==> src/rtl/atomic_cnt_pkg.sv <==
// Shared definitions for the atomic counter bank: default sizing,
// read-FSM state encoding and an index-width helper.
package atomic_cnt_pkg;

    localparam int DEF_NUM_CNT = 4;
    localparam int DEF_CNT_W   = 64;
    localparam int DEF_BUS_W   = 32;

    typedef enum logic {
        IDLE = 1'b0,
        READ = 1'b1
    } state_t;

    // Width of an index over n items, never less than one bit.
    function automatic int idx_w(input int n);
        return (n > 1) ? $clog2(n) : 1;
    endfunction

endpackage

==> src/rtl/atomic_cnt_channel.sv <==
// One event counter channel: free-running increment, wrap detection and
// sticky overflow flag. The clr input marks an atomic read of this channel;
// it always re-arms the overflow flag and, when ATOMIC_CNT_CLR_ON_READ_EN
// is defined, also restarts the count (keeping the same-cycle increment).
module atomic_cnt_channel
    import atomic_cnt_pkg::*;
#(
    parameter int CNT_W = DEF_CNT_W
) (
    input  logic             clk,
    input  logic             reset,
    input  logic             trig,
    input  logic             clr,
    output logic [CNT_W-1:0] inc_val,
    output logic             ovf
);

    logic [CNT_W-1:0] cnt_q;
    logic             ovf_q;
    logic             wrap;

    // Value the counter takes this cycle without a clear; also the snapshot source.
    assign inc_val = cnt_q + CNT_W'(trig);
    assign wrap    = trig && (&cnt_q);
    assign ovf     = ovf_q;

    // Counter and sticky overflow; a wrap on the read cycle wins over the clear.
    always_ff @(posedge clk) begin
        if (reset) begin
            cnt_q <= '0;
            ovf_q <= 1'b0;
        end else begin
`ifdef ATOMIC_CNT_CLR_ON_READ_EN
            if (clr) begin
                cnt_q <= CNT_W'(trig);
            end else begin
                cnt_q <= inc_val;
            end
`else
            cnt_q <= inc_val;
`endif
            if (clr) begin
                ovf_q <= wrap;
            end else begin
                ovf_q <= ovf_q | wrap;
            end
        end
    end

endmodule

==> src/rtl/atomic_counter_bank.sv <==
// Bank of NUM_CNT event counters read over a BUS_W-bit bus in BEATS beats.
// The atomic first beat snapshots the whole selected counter so the later
// beats return slices consistent with the first one.
// Optional feature macro: ATOMIC_CNT_CLR_ON_READ_EN (clear counter on atomic read).
//
// Handshake: every cycle with req_i high is one beat and is answered on the
// same sampling edge with ack_o=1 (no stalls, no back-pressure); err_o marks
// a beat that has no valid data (count_o is then 0). req_i low gives ack_o=0
// and aborts any read in progress.
module atomic_counter_bank
    import atomic_cnt_pkg::*;
#(
    parameter int NUM_CNT = DEF_NUM_CNT,
    parameter int CNT_W   = DEF_CNT_W,
    parameter int BUS_W   = DEF_BUS_W
) (
    input  logic                       clk,
    input  logic                       reset,
    input  logic [NUM_CNT-1:0]         trig_i,
    input  logic                       req_i,
    input  logic                       atomic_i,
    input  logic [idx_w(NUM_CNT)-1:0]  sel_i,
    output logic                       ack_o,
    output logic [BUS_W-1:0]           count_o,
    output logic                       err_o,
    output logic [NUM_CNT-1:0]         ovf_o,
    output logic                       dbg_state
);

    localparam int BEATS  = CNT_W / BUS_W;
    localparam int BEAT_W = idx_w(BEATS);
    localparam int SEL_W  = idx_w(NUM_CNT);

    state_t             state_q, state_d;
    logic [BEAT_W-1:0]  beat_q, beat_d;
    logic [CNT_W-1:0]   snap_q, snap_d;
    logic               ack_q, ack_d;
    logic               err_q, err_d;
    logic [BUS_W-1:0]   count_q, count_d;

    logic [CNT_W-1:0]   inc_val [NUM_CNT];
    logic [NUM_CNT-1:0] clr;
    logic               sel_ok;
    logic               atomic_hit;
    logic [CNT_W-1:0]   snap_next;
    logic [BUS_W-1:0]   slice;

    assign sel_ok     = ({1'b0, sel_i} < (SEL_W + 1)'(NUM_CNT));
    assign atomic_hit = req_i && atomic_i && sel_ok;

    genvar gi;
    generate
        for (gi = 0; gi < NUM_CNT; gi++) begin : g_ch
            assign clr[gi] = atomic_hit && (sel_i == SEL_W'(gi));

            atomic_cnt_channel #(
                .CNT_W (CNT_W)
            ) u_ch (
                .clk     (clk),
                .reset   (reset),
                .trig    (trig_i[gi]),
                .clr     (clr[gi]),
                .inc_val (inc_val[gi]),
                .ovf     (ovf_o[gi])
            );
        end
    endgenerate

    // Select the post-increment value of the addressed channel for the snapshot.
    always_comb begin
        snap_next = '0;
        for (int i = 0; i < NUM_CNT; i++) begin
            if (sel_i == SEL_W'(i)) begin
                snap_next = inc_val[i];
            end
        end
    end

    // Pick the snapshot slice addressed by the current beat index.
    always_comb begin
        slice = '0;
        for (int b = 0; b < BEATS; b++) begin
            if (beat_q == BEAT_W'(b)) begin
                slice = snap_q[b*BUS_W +: BUS_W];
            end
        end
    end

    // FSM state register.
    always_ff @(posedge clk) begin
        if (reset) begin
            state_q <= IDLE;
        end else begin
            state_q <= state_d;
        end
    end

    // Next state: atomic beats (re)start a read, a gap or the last beat ends it.
    always_comb begin
        state_d = state_q;
        if (req_i && atomic_i) begin
            state_d = (sel_ok && (BEATS > 1)) ? READ : IDLE;
        end else if (!req_i) begin
            state_d = IDLE;
        end else if ((state_q == READ) && (beat_q == BEAT_W'(BEATS - 1))) begin
            state_d = IDLE;
        end
    end

    // Beat response, snapshot and beat index for the coming edge.
    always_comb begin
        ack_d   = 1'b0;
        err_d   = 1'b0;
        count_d = count_q;
        beat_d  = beat_q;
        snap_d  = snap_q;
        if (req_i && atomic_i) begin
            ack_d = 1'b1;
            if (sel_ok) begin
                snap_d  = snap_next;
                count_d = snap_next[BUS_W-1:0];
                beat_d  = BEAT_W'(1);
            end else begin
                err_d   = 1'b1;
                count_d = '0;
                beat_d  = '0;
            end
        end else if (req_i) begin
            ack_d = 1'b1;
            if (state_q == READ) begin
                count_d = slice;
                beat_d  = beat_q + BEAT_W'(1);
            end else begin
                err_d   = 1'b1;
                count_d = '0;
            end
        end else begin
            beat_d = '0;
        end
    end

    // Registered response and read context.
    always_ff @(posedge clk) begin
        if (reset) begin
            ack_q   <= 1'b0;
            err_q   <= 1'b0;
            count_q <= '0;
            beat_q  <= '0;
            snap_q  <= '0;
        end else begin
            ack_q   <= ack_d;
            err_q   <= err_d;
            count_q <= count_d;
            beat_q  <= beat_d;
            snap_q  <= snap_d;
        end
    end

    assign ack_o     = ack_q;
    assign err_o     = err_q;
    assign count_o   = count_q;
    assign dbg_state = state_q;

endmodule
==> config.mk <==
export PLATFORM = sky130hd
export DESIGN_NAME = atomic_counter_bank
export DESIGN_NICKNAME = d
export VERILOG_FILES = /design/src/rtl/atomic_cnt_pkg.sv /design/src/rtl/atomic_cnt_channel.sv /design/src/rtl/atomic_counter_bank.sv
export SDC_FILE = /design/constraint.sdc
export NUM_CORES = 1
export LEC_CHECK = 0
export ABC_CLOCK_PERIOD_IN_PS = 6090
export CORE_MARGIN = 3
export CORE_UTILIZATION = 30
export CTS_BUF_LIST = sky130_fd_sc_hd__clkbuf_4 sky130_fd_sc_hd__clkbuf_8 sky130_fd_sc_hd__clkbuf_16
export DETAILED_ROUTE_END_ITERATION = 12
export GPL_TIMING_DRIVEN = 0
export HOLD_SLACK_MARGIN = 0.08
export PLACE_DENSITY = 0.44
export SYNTH_ARGS = -nofsm -noshare
export SYNTH_HDL_FRONTEND = slang
export SYNTH_SLANG_ARGS = --single-unit
==> constraint.sdc <==
create_clock -name clk -period 6.09 [get_ports clk]
set_clock_uncertainty 0.1 [all_clocks]
set_input_delay 0.9135 -clock clk [delete_from_list [all_inputs] [get_ports clk]]
set_output_delay 0.9135 -clock clk [all_outputs]
set_load 0.01 [all_outputs]
==> flow_summary_export.csv <==
group,metric,value,unit
worst_setup_path,cp-start-kind,"primary input",
sta,period_share,80.8,%
cts,cts-resized-gates,0,
die,die_w,247,um
die,fp.dieH,247,um
synthesis,synth-main-ff-cell,"dfxtp_1",
finish,area_delta_synth_final,17.4,%
synthesis,synth_edf_count,0,
finish,nFillCells,5943,
sta,hold_violations,0,
finish,drive_above_1_share,8.01,%
finish,finalNetCount,2141,
synthesis,yosys_warnings,0,
cts,cts.path.max_buffers,3,
worst_setup_path,worstPathMaxFanout,10,
cts,cts_tree,"yes",
detailed_routing,drc_errors,0,
cts,clock_latency,0.59,ns
outcome,outcome,"completed",
worst_setup_path,endpoint_kind,"flip-flop",
cts,ctsHtreeMaxLevel,2,
cts,post_cts_buffers,0,
place,dpl_cell_area,0.0188,sq mm
detailed_routing,post_drt_wl_per_cell,25.8,um
power_and_ir_drop,p_per_area,273,mW/mm^2
finish,seq_area,0.00721,sq mm
grt,grt_usage,24.5,%
grt,grt_max_degree,12,
sta,min_period,4.92,ns
sta,clock.fmax,203,MHz
sta,setup_tns,0,ns
cts,cts_hold_buffers,0,
synthesis,avgSynthCellArea,8.57,sq um
run,cap_viol_max_count,0,
sta,setup_viol,0,
die,row_count,87,
sta,maxSlewHeadroom,9.63,%
power_and_ir_drop,p_leak,6.80,nW
finish,final_area,0.0204,sq mm
worst_setup_path,arrival,5.29,ns
synthesis,async_reset_ff_share,0,%
die,dieArea,0.0609,sq mm
place,io_buffers,45,
detailed_routing,drtAntennaViolNets,0,
worst_setup_path,path_class,"primary input to flip-flop",
power_and_ir_drop,irDropWorstVdd,0.000174,V
cts,numCtsBuffers,45,
synthesis,synth.cell_area,0.0174,sq mm
detailed_routing,vias,15882,
grt,grt_pass1_wl,108,mm
sta,hold_slack,0.343,ns
cts,clk_pin_slew_worst_paths,0.06,ns
synthesis,ys_types,71,
synthesis,synth_nets,2049,
grt,antenna_found_initial,6,
hold_path,hp-class,"flip-flop to flip-flop",
cts,root_buffer,"clkbuf_16",
place,place_ws,0.646,ns
synthesis,seq_area_frac_synth,41.4,%
synthesis,synthCells,2030,
detailed_routing,drt_iter0_drc,1481,
synthesis,ys_ff_latch,360,
die,coreArea,0.0568,sq mm
die,pin_count,49,
detailed_routing,vias_per_cell,5.44,
place,hpwl,58.4,mm
detailed_routing,dr.pass1.iters,5,
finish,multi_input_area,0.00967,sq mm
worst_setup_path,critical_path_required,6.46,ns
sta,worst_slack,1.17,ns
sta,final-max-slew-violation-count,0,
place,place_congestion,0.943,
sta,rsz0062_at_grt,"false",
cts,cts.sink_count,360,
die,start_util,30.6,%
detailed_routing,drt_wl_total,75.3,mm
grt,grt_pass1_vias,15394,
sta,tightest_slew,1.35,ns
grt,overflow,0,
## worst paths after layout
check | startpoint | end | slack [ns] | depth (start not counted)
max reg2reg | g_ch[2].u_ch.cnt_q[0] | snap_q[46] | 1.67 | 10
max | trig_i[2] | snap_q[46] | 1.17 | 11
min reg2reg | snap_q[14] | snap_q[14] | 0.34 | 2
min | snap_q[14] | snap_q[14] | 0.34 | 2
## sequential cells by signal, indices dropped and copies added, names as in the netlist
register	flops
ack_o	1
g_ch.u_ch.ovf	4
g_ch.u_ch.cnt_q	256
count_o	32
dbg_state	1
beat_q	1
snap_q	64
err_o	1
## kinds of logic after synthesis
| logic type | count (synthesis) | synth area share, % |
|---|---|---|
| AND/OR/NAND/NOR | 1011 | 29.0 |
| flip-flops | 360 | 41.4 |
| XOR/XNOR | 242 | 12.2 |
| AO/OA/AOI/OAI | 213 | 8.48 |
| buffers and inverters | 127 | 3.01 |
| multiplexers | 68 | 5.27 |
| adder cells (fa/ha/maj) | 9 | 0.647 |
## metal layers
metal | routed length, um | global-route usage (%)
met3 | 4980 | 3.98
met2 | 34200 | 39.6
met4 | 3590 | 11.4
met5 | 11 | 0
met1 | 32500 | 32.1
## stage by stage
step | util [%] | total power [mW] | instances
5_1_grt | 35.9 | 5.72 | 2915
2_1_floorplan | - | 2.59 | 2030
3_5_place_dp | 33.1 | 2.74 | 2831
3_3_place_gp | 33.1 | 2.74 | 2831
4_1_cts | 35.9 | 5.61 | 2915
6_report | 35.9 | 5.57 | 2917
## area by class of cell
| cell class | count | share of cell area, % |
|---|---|---|
| multi-input combinational | 1543 | 47.4 |
| sequential | 360 | 35.3 |
| clock buffer | 73 | 7.33 |
| tap | 756 | 4.63 |
| timing repair buffer | 45 | 2.21 |
| buffer | 107 | 2.19 |
| clock inverter | 11 | 0.546 |
| inverter | 20 | 0.368 |
| antenna | 2 | 0.0245 |
## cells in the final DEF, fill, tap and decap left out, drive strengths merged, types with 14 or more instances in the layout
master,Yosys,layout
mux2,28,28
inv,18,19
nor2b,25,25
o22ai,17,17
o21ai,34,34
nand4,96,96
o221ai,15,15
nor2,336,336
xor2,108,108
clkbuf,85,158
nor3,63,63
nand3,112,112
and3,36,36
dfxtp,360,360
clkdlybuf4s50,0,45
or4,14,14
and2,44,44
a21oi,49,49
nand2,177,177
mux4,16,16
buf,22,22
xnor2,134,134
mux2i,24,24
and4,35,35
nor4,53,53
## cells in the mapped netlist, types with 15 or more instances
master      n  share of area, %
xnor2_1   134               6.7
nand4_1    93               3.3
and2_1     44               1.6
o221ai_1   15              0.76
and4_1     35               1.8
mux2i_1    24               1.4
nor4_1     50               1.8
nand2_1   176               3.8
mux4_2     16               2.1
clkbuf_1   85               1.8
o22ai_1    17              0.61
xor2_1    108               5.4
a21oi_1    47               1.4
o21ai_0    32              0.92
dfxtp_1   360                41
nor3_1     61               1.8
nand3_1   110               3.2
and3_1     36               1.3
mux2_2     28               1.8
nor2b_1    25              0.90
nor2_1    335               7.2
inv_1      18              0.39
## critical path: stages
cell	delay, ns
clkdlybuf4s50_1	0.49
ha_1	0.23
ha_1	0.23
nand4_1	0.23
nor3_1	1.08
nand3_1	0.59
clkbuf_1	0.44
nor3_1	0.28
xnor2_1	0.22
mux2i_1	0.23
a211o_1	0.37
## power by group
part | leakage [nW] | switching (mW) | internal, mW
combinational | 3.08 | 0.202 | 0.0833
clock | 0.811 | 1.11 | 1.76
sequential | 2.91 | 0.0276 | 2.38
Note: power is estimated with default switching activity, not from simulation.
==> edit, RTL diff (config.mk and constraints unchanged) <==
Put one more register stage on the output `count_o`, without a reset. The value now appears one clock later. The other outputs are not delayed to match.
--- a/src/rtl/atomic_counter_bank.sv
+++ b/src/rtl/atomic_counter_bank.sv
@@ -160,3 +160,5 @@
     assign err_o     = err_q;
-    assign count_o   = count_q;
+    always_ff @(posedge clk) begin
+        count_o <= count_q;
+    end
     assign dbg_state = state_q;
Check against the original RTL: not equivalent (a bounded check fails within 4 cycles, from zero or initial values and one cycle with reset high).
==> edit against the original RTL <==
  * Non-clock buffer count decreased by 9
  * Cell count decreased by 1.2%
  * Core utilization decreased by 0.27 points
  * Final area increased by 1.2%
  * Critical path type unchanged
  * Largest cell class unchanged
  * Synthesized area increased by 1.5%
  * Worst setup slack improved by 0.023 ns
  * Critical path depth unchanged
  * Count of clock-buffer cells in the layout decreased by 9
  * Sequential cell count increased by 32
  * Synthesized cell count decreased by 2.1%
  * Via count decreased by 4.8%
  * Routed wire length decreased by 8.7%
  * Total power increased by 4.6%
==> edit: results (changes against the original RTL) <==
status=finished, final reports clean; crit path max fanout=6 (-4); Seq/Total Area, Yosys=0.445 (+0.0302); GR Util met2=0.342 (-0.0532); HP Start=count_q[3]; main area contributors after synthesis=dfxtp_1, nor2_1, xor2_1, xnor2_1, nand3_1; vias in the first global route=14300 (-7.4%); first-pass GRT wire length=99100 um (-7.9%); M1 GR Usage=0.305 (-0.0164); Hold Path End=count_o[3]; Crit. Startpoint=trig_i[3]; Pleak=7.06 nW (+3.7%); Gate Count Post-Synth=1987 (-2.1%); port buffer count=44 (-2.2%); drt wl/cell=23.9 um (-7.6%); Synth Area in Adders=0.00638 (-0.0000945); R2R Path Start=g_ch[0].u_ch.cnt_q[0]; Die Area=0.0618 sq mm (+1.4%); reg-to-reg setup timing slack=1.84 ns (+0.17 ns); WL final=68700 um (-8.7%); Iteration-0 DRC Markers=1489 (+0.54%); maximum VDD drop=164 uV (-5.4%); RR Endpoint=snap_q[44]; Yosys cell types=68 (-4.2%); Synth Area in Compound Gates=0.0859 (+0.00110); share of post-route cells with drive strength above 1=0.0837 (+0.00360); actual slew at the worst max-slew pin=1.30 ns (-0.0472 ns)
## edit: power groups by stage
| stage | Combinational, mW | Clock (mW) | Sequential, mW |
|---|---|---|---|
| final | 0.291 | 2.90 | 2.63 |
| after global routing | 0.307 | 3.05 | 2.63 |
| after CTS | 0.289 | 2.96 | 2.63 |
| after detailed placement | 0.288 | 0 | 2.69 |
| after global placement | 0.288 | 0 | 2.69 |
| after floorplan | 0.154 | 0 | 2.68 |
## edit: through the flow
stage           util  setup slack, ns  cell area (sq um)
6_report       0.357             1.19              20600
5_1_grt        0.356             1.11              20600
4_1_cts        0.356             1.18              20600
3_5_place_dp   0.329            0.568              19000
3_3_place_gp   0.329            0.531              19000
2_1_floorplan      -             2.76              17700
## edit: final cells by class
type                    count  area share
inverters                  32     0.00582
repair buffers             44      0.0213
plain buffers              99      0.0213
diodes                      2    0.000242
flip-flops and latches    392       0.380
multi-input cells        1464       0.448
clock buffers              64      0.0663
well taps                 765      0.0464
clock inverters            19      0.0110
